==> config.mk <==
export PLATFORM = sky130hd
export DESIGN_NAME = lsu_mem_stage
export DESIGN_NICKNAME = d
export VERILOG_FILES = /design/src/rtl/lsu_mem_stage.sv
export SDC_FILE = /design/constraint.sdc
export NUM_CORES = 1
export LEC_CHECK = 0
export BUFFER_PORTS_ARGS = -buffer_cell sky130_fd_sc_hd__clkbuf_2
export CORE_ASPECT_RATIO = 1.4
export CORE_MARGIN = 1.5
export CORE_UTILIZATION = 48
export CTS_CLUSTER_SIZE = 14
export DETAILED_ROUTE_END_ITERATION = 16
export HOLD_SLACK_MARGIN = 0.1
export PLACE_DENSITY = 0.8
export REMOVE_ABC_BUFFERS = 1
export SYNTH_ARGS = -nofsm -noshare
export SYNTH_HDL_FRONTEND = slang
export SYNTH_SLANG_ARGS = --single-unit
export TNS_END_PERCENT = 30
==> constraint.sdc <==
create_clock -name clk -period 1.7 [get_ports clk]
set_input_delay 0.34 -clock clk [delete_from_list [all_inputs] [get_ports clk]]
set_output_delay 0.34 -clock clk [all_outputs]
set_load 0.02 [all_outputs]
==> src/rtl/lsu_mem_stage.sv <==
// Load/store memory stage: a request/grant/response bus master that stalls the core until each access retires.
// Optional build macro LSU_MISALIGN_CHECK_EN retires misaligned half/word accesses without a bus cycle and flags them on misalign.
module lsu_mem_stage #(
    parameter int          ADDR_W      = 32,
    parameter logic [31:0] RESET_RDATA = 32'h0
) (
    input  logic              clk,
    input  logic              rst_n,
    input  logic              inst_valid,
    input  logic              mem_wr,
    input  logic              mem_rd,
    input  logic [2:0]        mem_op,
    input  logic [ADDR_W-1:0] addr,
    input  logic [31:0]       wdata,
    output logic              stall,
    output logic [31:0]       rdata,
    output logic              done,
    output logic              mem_req,
    output logic              mem_we,
    output logic [ADDR_W-1:0] mem_addr,
    output logic [3:0]        mem_wstrb,
    output logic [31:0]       mem_wdata,
    input  logic              mem_gnt,
    input  logic              mem_rvalid,
    input  logic [31:0]       mem_rdata
`ifdef LSU_MISALIGN_CHECK_EN
    ,
    output logic              misalign
`endif
);

    typedef enum logic [1:0] {
        S_IDLE,
        S_REQ,
        S_WAIT,
        S_DONE
    } state_t;

    state_t            state_q, state_d;
    logic [ADDR_W-1:0] addr_q, addr_d;
    logic [31:0]       wdata_q, wdata_d;
    logic [2:0]        op_q, op_d;
    logic              we_q, we_d;
    logic [31:0]       rdata_q, rdata_d;
    logic              start;
    logic [1:0]        lane;
    logic [7:0]        ld_byte;
    logic [15:0]       ld_half;
    logic [31:0]       ld_ext;
    logic [3:0]        strb;

`ifdef LSU_MISALIGN_CHECK_EN
    logic misalign_q, misalign_d;
    logic bad_align;

    // op[1:0]=01 is a half access, op[1]=1 is a word access (including 011/110/111).
    assign bad_align = ((mem_op[1:0] == 2'b01) && addr[0]) ||
                       (mem_op[1] && (addr[1:0] != 2'b00));
    assign misalign  = misalign_q;
`endif

    assign start = inst_valid & (mem_wr | mem_rd);
    assign lane  = addr_q[1:0];

    always_comb begin
        ld_byte = 8'h00;
        case (lane)
            2'd0:    ld_byte = mem_rdata[7:0];
            2'd1:    ld_byte = mem_rdata[15:8];
            2'd2:    ld_byte = mem_rdata[23:16];
            default: ld_byte = mem_rdata[31:24];
        endcase
        ld_half = lane[1] ? mem_rdata[31:16] : mem_rdata[15:0];
        case (op_q)
            3'b000:  ld_ext = {{24{ld_byte[7]}}, ld_byte};
            3'b100:  ld_ext = {24'h0, ld_byte};
            3'b001:  ld_ext = {{16{ld_half[15]}}, ld_half};
            3'b101:  ld_ext = {16'h0, ld_half};
            default: ld_ext = mem_rdata;
        endcase
    end

    always_comb begin
        case (op_q[1:0])
            2'b00: begin
                strb      = 4'b0001 << lane;
                mem_wdata = {4{wdata_q[7:0]}};
            end
            2'b01: begin
                strb      = lane[1] ? 4'b1100 : 4'b0011;
                mem_wdata = {2{wdata_q[15:0]}};
            end
            default: begin
                strb      = 4'b1111;
                mem_wdata = wdata_q;
            end
        endcase
    end

    // NOTE: every variable gets a default before the case so no path leaves one unassigned, which would infer a latch.
    always_comb begin
        state_d = state_q;
        addr_d  = addr_q;
        wdata_d = wdata_q;
        op_d    = op_q;
        we_d    = we_q;
        rdata_d = rdata_q;
`ifdef LSU_MISALIGN_CHECK_EN
        misalign_d = 1'b0;
`endif
        case (state_q)
            S_IDLE: begin
                if (start) begin
                    addr_d  = addr;
                    wdata_d = wdata;
                    op_d    = mem_op;
                    we_d    = mem_wr;
`ifdef LSU_MISALIGN_CHECK_EN
                    if (bad_align) begin
                        state_d    = S_DONE;
                        misalign_d = 1'b1;
                        rdata_d    = 32'h0;
                    end else begin
                        state_d = S_REQ;
                    end
`else
                    state_d = S_REQ;
`endif
                end
            end
            S_REQ: begin
                if (mem_gnt) begin
                    state_d = we_q ? S_DONE : S_WAIT;
                end
            end
            S_WAIT: begin
                if (mem_rvalid) begin
                    rdata_d = ld_ext;
                    state_d = S_DONE;
                end
            end
            default: state_d = S_IDLE;
        endcase
    end

    // NOTE: the latched request fields are reset too, so the bus outputs derived from them read zero after reset.
    always_ff @(posedge clk) begin
        if (!rst_n) begin
            state_q <= S_IDLE;
            addr_q  <= '0;
            wdata_q <= 32'h0;
            op_q    <= 3'b000;
            we_q    <= 1'b0;
            rdata_q <= RESET_RDATA;
`ifdef LSU_MISALIGN_CHECK_EN
            misalign_q <= 1'b0;
`endif
        end else begin
            state_q <= state_d;
            addr_q  <= addr_d;
            wdata_q <= wdata_d;
            op_q    <= op_d;
            we_q    <= we_d;
            rdata_q <= rdata_d;
`ifdef LSU_MISALIGN_CHECK_EN
            misalign_q <= misalign_d;
`endif
        end
    end

    assign mem_req   = (state_q == S_REQ);
    assign mem_we    = mem_req & we_q;
    assign mem_addr  = {addr_q[ADDR_W-1:2], 2'b00};
    assign mem_wstrb = mem_we ? strb : 4'b0000;
    assign done      = (state_q == S_DONE);
    // Combinational so the very first cycle of an access already holds the PC.
    assign stall     = start & ~done;
    assign rdata     = rdata_q;

endmodule

# After elaboration in Yosys (flattened, before gate mapping)
# Index checks and enable logic that the tools add are counted.
# totals
elab_cells,43
regBits,102
out_inout_bits,104
input_bits,106
# classes
eq_ne,12
n_reduce_logical,7
shifts,1
n_mux,12
bitwise,5
# op_table
operator,n
$pmux 32 s4,1
$pmux 32 s2,1
$pmux 8 s3,1
$mux 16,1
$mux 4,2
$pmux 4 s2,1
$eq 2x1->1 const B,3
$eq 2x2->1 const B,3
$eq 3x3->1 const B,2
$logic_not 2->1,3
$mux 2,3
$pmux 2 s3,1
$ne 2x2->1 const B,2
$reduce_and 2->1,2
$shl 1x2->4 const A,1
$and 1x1->1,3
$eq 3x1->1 const B,1
$logic_not 3->1,1
$reduce_and 3->1,1
$ne 2x1->1 const B,1
$mux 1,1
$not 1->1,1
$or 1x1->1,1

# Logic depth before layout (Yosys ltp)
# logic_depth
ltp_word,4
ltp_mapped,8
ltp_nobuf,6

# Least setup slack after synthesis
# No wires, ideal clock.
# synth_path
path_kind,reg2out
start,register op_q[0]
end,output port mem_wdata[30]
path_slack_ps,-102
arrival_time_ps,1462
required_ps,1360
path_buffers,3
stages_incl_launch_ff,6
cell_sequence,dfxtp_1 buf_2 buf_2 buf_2 mux2i_1 o21ai_0
# synth_via
elab_chain_cells,2
word_cells_on_any_way,3
cone_classes,eq/ne (1); mux (1); reduce/logical (1)
# synth_lines
item,line,source
"start, declared",42,"logic [2:0] op_q, op_d;"
"start signal, assigned",162,op_q <= op_d;
$eq 2x1->1 or $logic_not 2->1 (tied branches),84,case (op_q[1:0])
$pmux 32 s2 *,84,
"end, declared",22,"output logic [31:0] mem_wdata,"
# Every way passes the cells marked *; elsewhere a longest branch is shown, timed or not.

# Worst setup path in the final report
# layout_path
start,register op_q[0]
end,output port mem_wdata[9]
# Same word-level chain as after synthesis.

==> results.txt <==
CTS clk-pin slew, worst paths: 0.07 ns
CTS buffer count: 9
number of synthesized register bits: 102
Mapped Cells: 602
Fin Hold WS: 0.224 ns
Antenna diodes: 0
crit end category: output pin
slowest stage cell, crit path: dfxtp_4
H-tree levels: 3
Total GRT Usage: 25.4%
grt ovf: 0
Clock power frac: 22.5%
CP arrival: 1.48 ns
Root Driver: clkbuf_16
max-slew violation count: 0
status: finished, violations left
worst path required time: 1.36 ns
largest net degree at the start of global routing: 69
TritonRoute pass-1 iters: 5
VDD IR-drop max: 630 µV
clk_skew: 0.00496 ns
most common cell in the netlist: nand2_1
initial antenna violation count: 0
layout cell share with drive strength beyond 1: 39.8%
Core Rows: 43
Syn. warnings: 0
drt wl/cell: 15.8 µm
CP Buf/Inv Count: 2
ys async rst share: 0%
crit-path most repeated cell: buf_4
DR vias: 4,870
CTS tree: built
pwr dens: 1290 nW/µm²
GPL Wtd Cong: 0.930
dominant cell type by area after synthesis: dfxtp_1
die width: 88.7 µm
fin crit period: 1.82 ns
fill cell count: 803
register area share after synthesis: 41.4%
final setup fails: 16
HPWL Detailed: 9710 µm
vias in the first global route: 4,634
Crit path largest cell delay: 0.37 ns
Primary FF master, synth: dfxtp_1
CP Class: reg -> out
Net Sw Power: 3.21 mW
Cell Int Power: 5.33 mW
DIE AREA: 10,900 µm²
Worst setup SP type: flop
initial drt markers: 171
Mapped Area: 4940 µm²
Util after Layout: 66.6%
post-route ant nets: 0
syn avg cell area: 8.20 µm²
failing checks: negative setup slack
Routed WL: 14,400 µm
global-route wire length before repair: 21,800 µm
worst setup margin: -0.119 ns
Top delay family on crit path: flip-flops
Port-buffer cells: 207
Layout Nets: 878
Initial Utilization: 49.6%
Die Y: 123 µm
RSZ-0062 raised after global routing: yes
LEAKAGE: 2.99 nW
synth cell count leaders: nand2_1, dfxtp_1, a21boi_0, o21ai_0, buf_4
clock sink total: 102
fmax: 550 MHz
Max Cap Violations: 0
EDFF count, synth: 0
maximum buffer depth of the clock tree: 2
via density per instance: 5.36
io pins: 210
latest clock arrival within the worst-skew pair: 0.34 ns
hold buffer count at cts: 0
crit path max fanout: 3
switching part of the total: 37.6%
final hold vios: 0
sequential power share: 36.8%
combinational power share: 40.7%
hold crit path type: in -> reg
worst-path cell chain: nor2_4 > buf_4 > mux2_2 > buf_4
final critical-path share of the clock period: 107%
top cells by area, synth: dfxtp_1, nand2_1, a21boi_0
Synth top area share: 41.4%
Core Footprint: 9950 µm²
Residual DRC: 0
Cell variety after synth: 36
synth-to-layout area growth: 34.3%
-- stage by stage --
stage,std cells,setup slack (ns),TNS (ns),instance area (µm²),power [mW]
after floorplan,518,-0.651,-49.95,4440,4.90
after CTS,904,-0.138,-1.52,6430,8.33
final,908,-0.119,-1.09,6630,8.54
after global routing,908,-0.155,-1.96,6630,9.04
after global placement,880,0.0662,0,5880,6.01
after detailed placement,880,-0.0142,-0.0142,5880,6.12
-- timing repair --
action | 4_1_cts | 5_1_grt
gates resized for setup | 53 | 71
setup buffers | 7 | 3
pin swaps | 1 | 4
setup endpoints to repair | 31 | 47
cloned | 1 | 1
-- path summary, 6_finish.rpt --
kind | startpoint | endpoint | slack, ns | depth (start not counted)
min | mem_op[1] | op_q[1] | 0.22 | 3
max reg2reg | addr_q[1] | rdata[9] | 0.02 | 4
max | op_q[0] | mem_wdata[9] | -0.12 | 4
min reg2reg | addr_q[25] | addr_q[25] | 0.46 | 2
-- power groups by stage --
stage | registers, mW | logic, mW | clock network (mW)
finish | 3.14 | 3.48 | 1.92
global route | 3.19 | 3.76 | 2.08
CTS | 3.13 | 3.24 | 1.96
detailed placement | 3.15 | 2.97 | 0
global placement | 3.13 | 2.89 | 0
floorplan | 3.53 | 1.37 | 0
-- state kept, by name, summed over array words and instances, names as in the netlist --
name,cells
we_q,1
state_q,2
wdata_q,32
op_q,3
rdata,32
addr_q,32
-- worst reg2reg max path, delay by kind of cell (launching register included) --
family	cells	cell delay [ns]
AO/OA/AOI/OAI	2	0.74
AND/OR/NAND/NOR	1	0.08
flip-flops	1	0.40
multiplexers	1	0.34
-- kinds of logic (layout without fill, tap and decap cells) --
family / count (synthesis) / in the layout / share of synthesized area (%)
AND/OR/NAND/NOR: 197 / 197 / 15.9
AO/OA/AOI/OAI: 169 / 169 / 22.9
adder cells (fa/ha/maj): 4 / 4 / 1.01
multiplexers: 37 / 37 / 8.11
other: 1 / 2 / 0.0760
buffers and inverters: 92 / 262 / 10.6
flip-flops: 102 / 102 / 41.4
-- layout make-up --
type / count / area, µm² / share of cell area [%]
flip-flops and latches: 102 / 2060 / 31.0
well taps: 135 / 169 / 2.55
repair buffers: 239 / 1560 / 23.5
multi-input cells: 409 / 2530 / 38.2
clock inverters: 5 / 35.0 / 0.529
inverters: 7 / 31.3 / 0.472
clock buffers: 11 / 243 / 3.66
-- layout by cell type, fill, tap and decap left out, types with 4 or more instances in the layout --
cell type and instances:
a21boi_0 68, a21oi_1 20, a221oi_1 9, a221oi_2 6, a22o_1 8, buf_12 8, buf_2 5, buf_4 26
buf_6 5, buf_8 9, clkbuf_16 10, clkbuf_2 183, clkinvlp_4 4, dfxtp_1 96, mux2_2 6, mux2_4 12
mux2i_1 17, nand2_1 161, nor2_1 19, o21ai_0 39, o21ai_1 8
-- metal layers --
| metal | GRT usage [%] | wire length, µm | up-vias |
|---|---|---|---|
| li1 | - | - | 2330 |
| met1 | 28.7 | 5400 | 2234 |
| met2 | 44.9 | 7280 | 265 |
| met3 | 7.28 | 1340 | 41 |
| met4 | 9.18 | 355 | 0 |
| met5 | 0 | 0 | - |
Power figures use the tool's default switching activity.
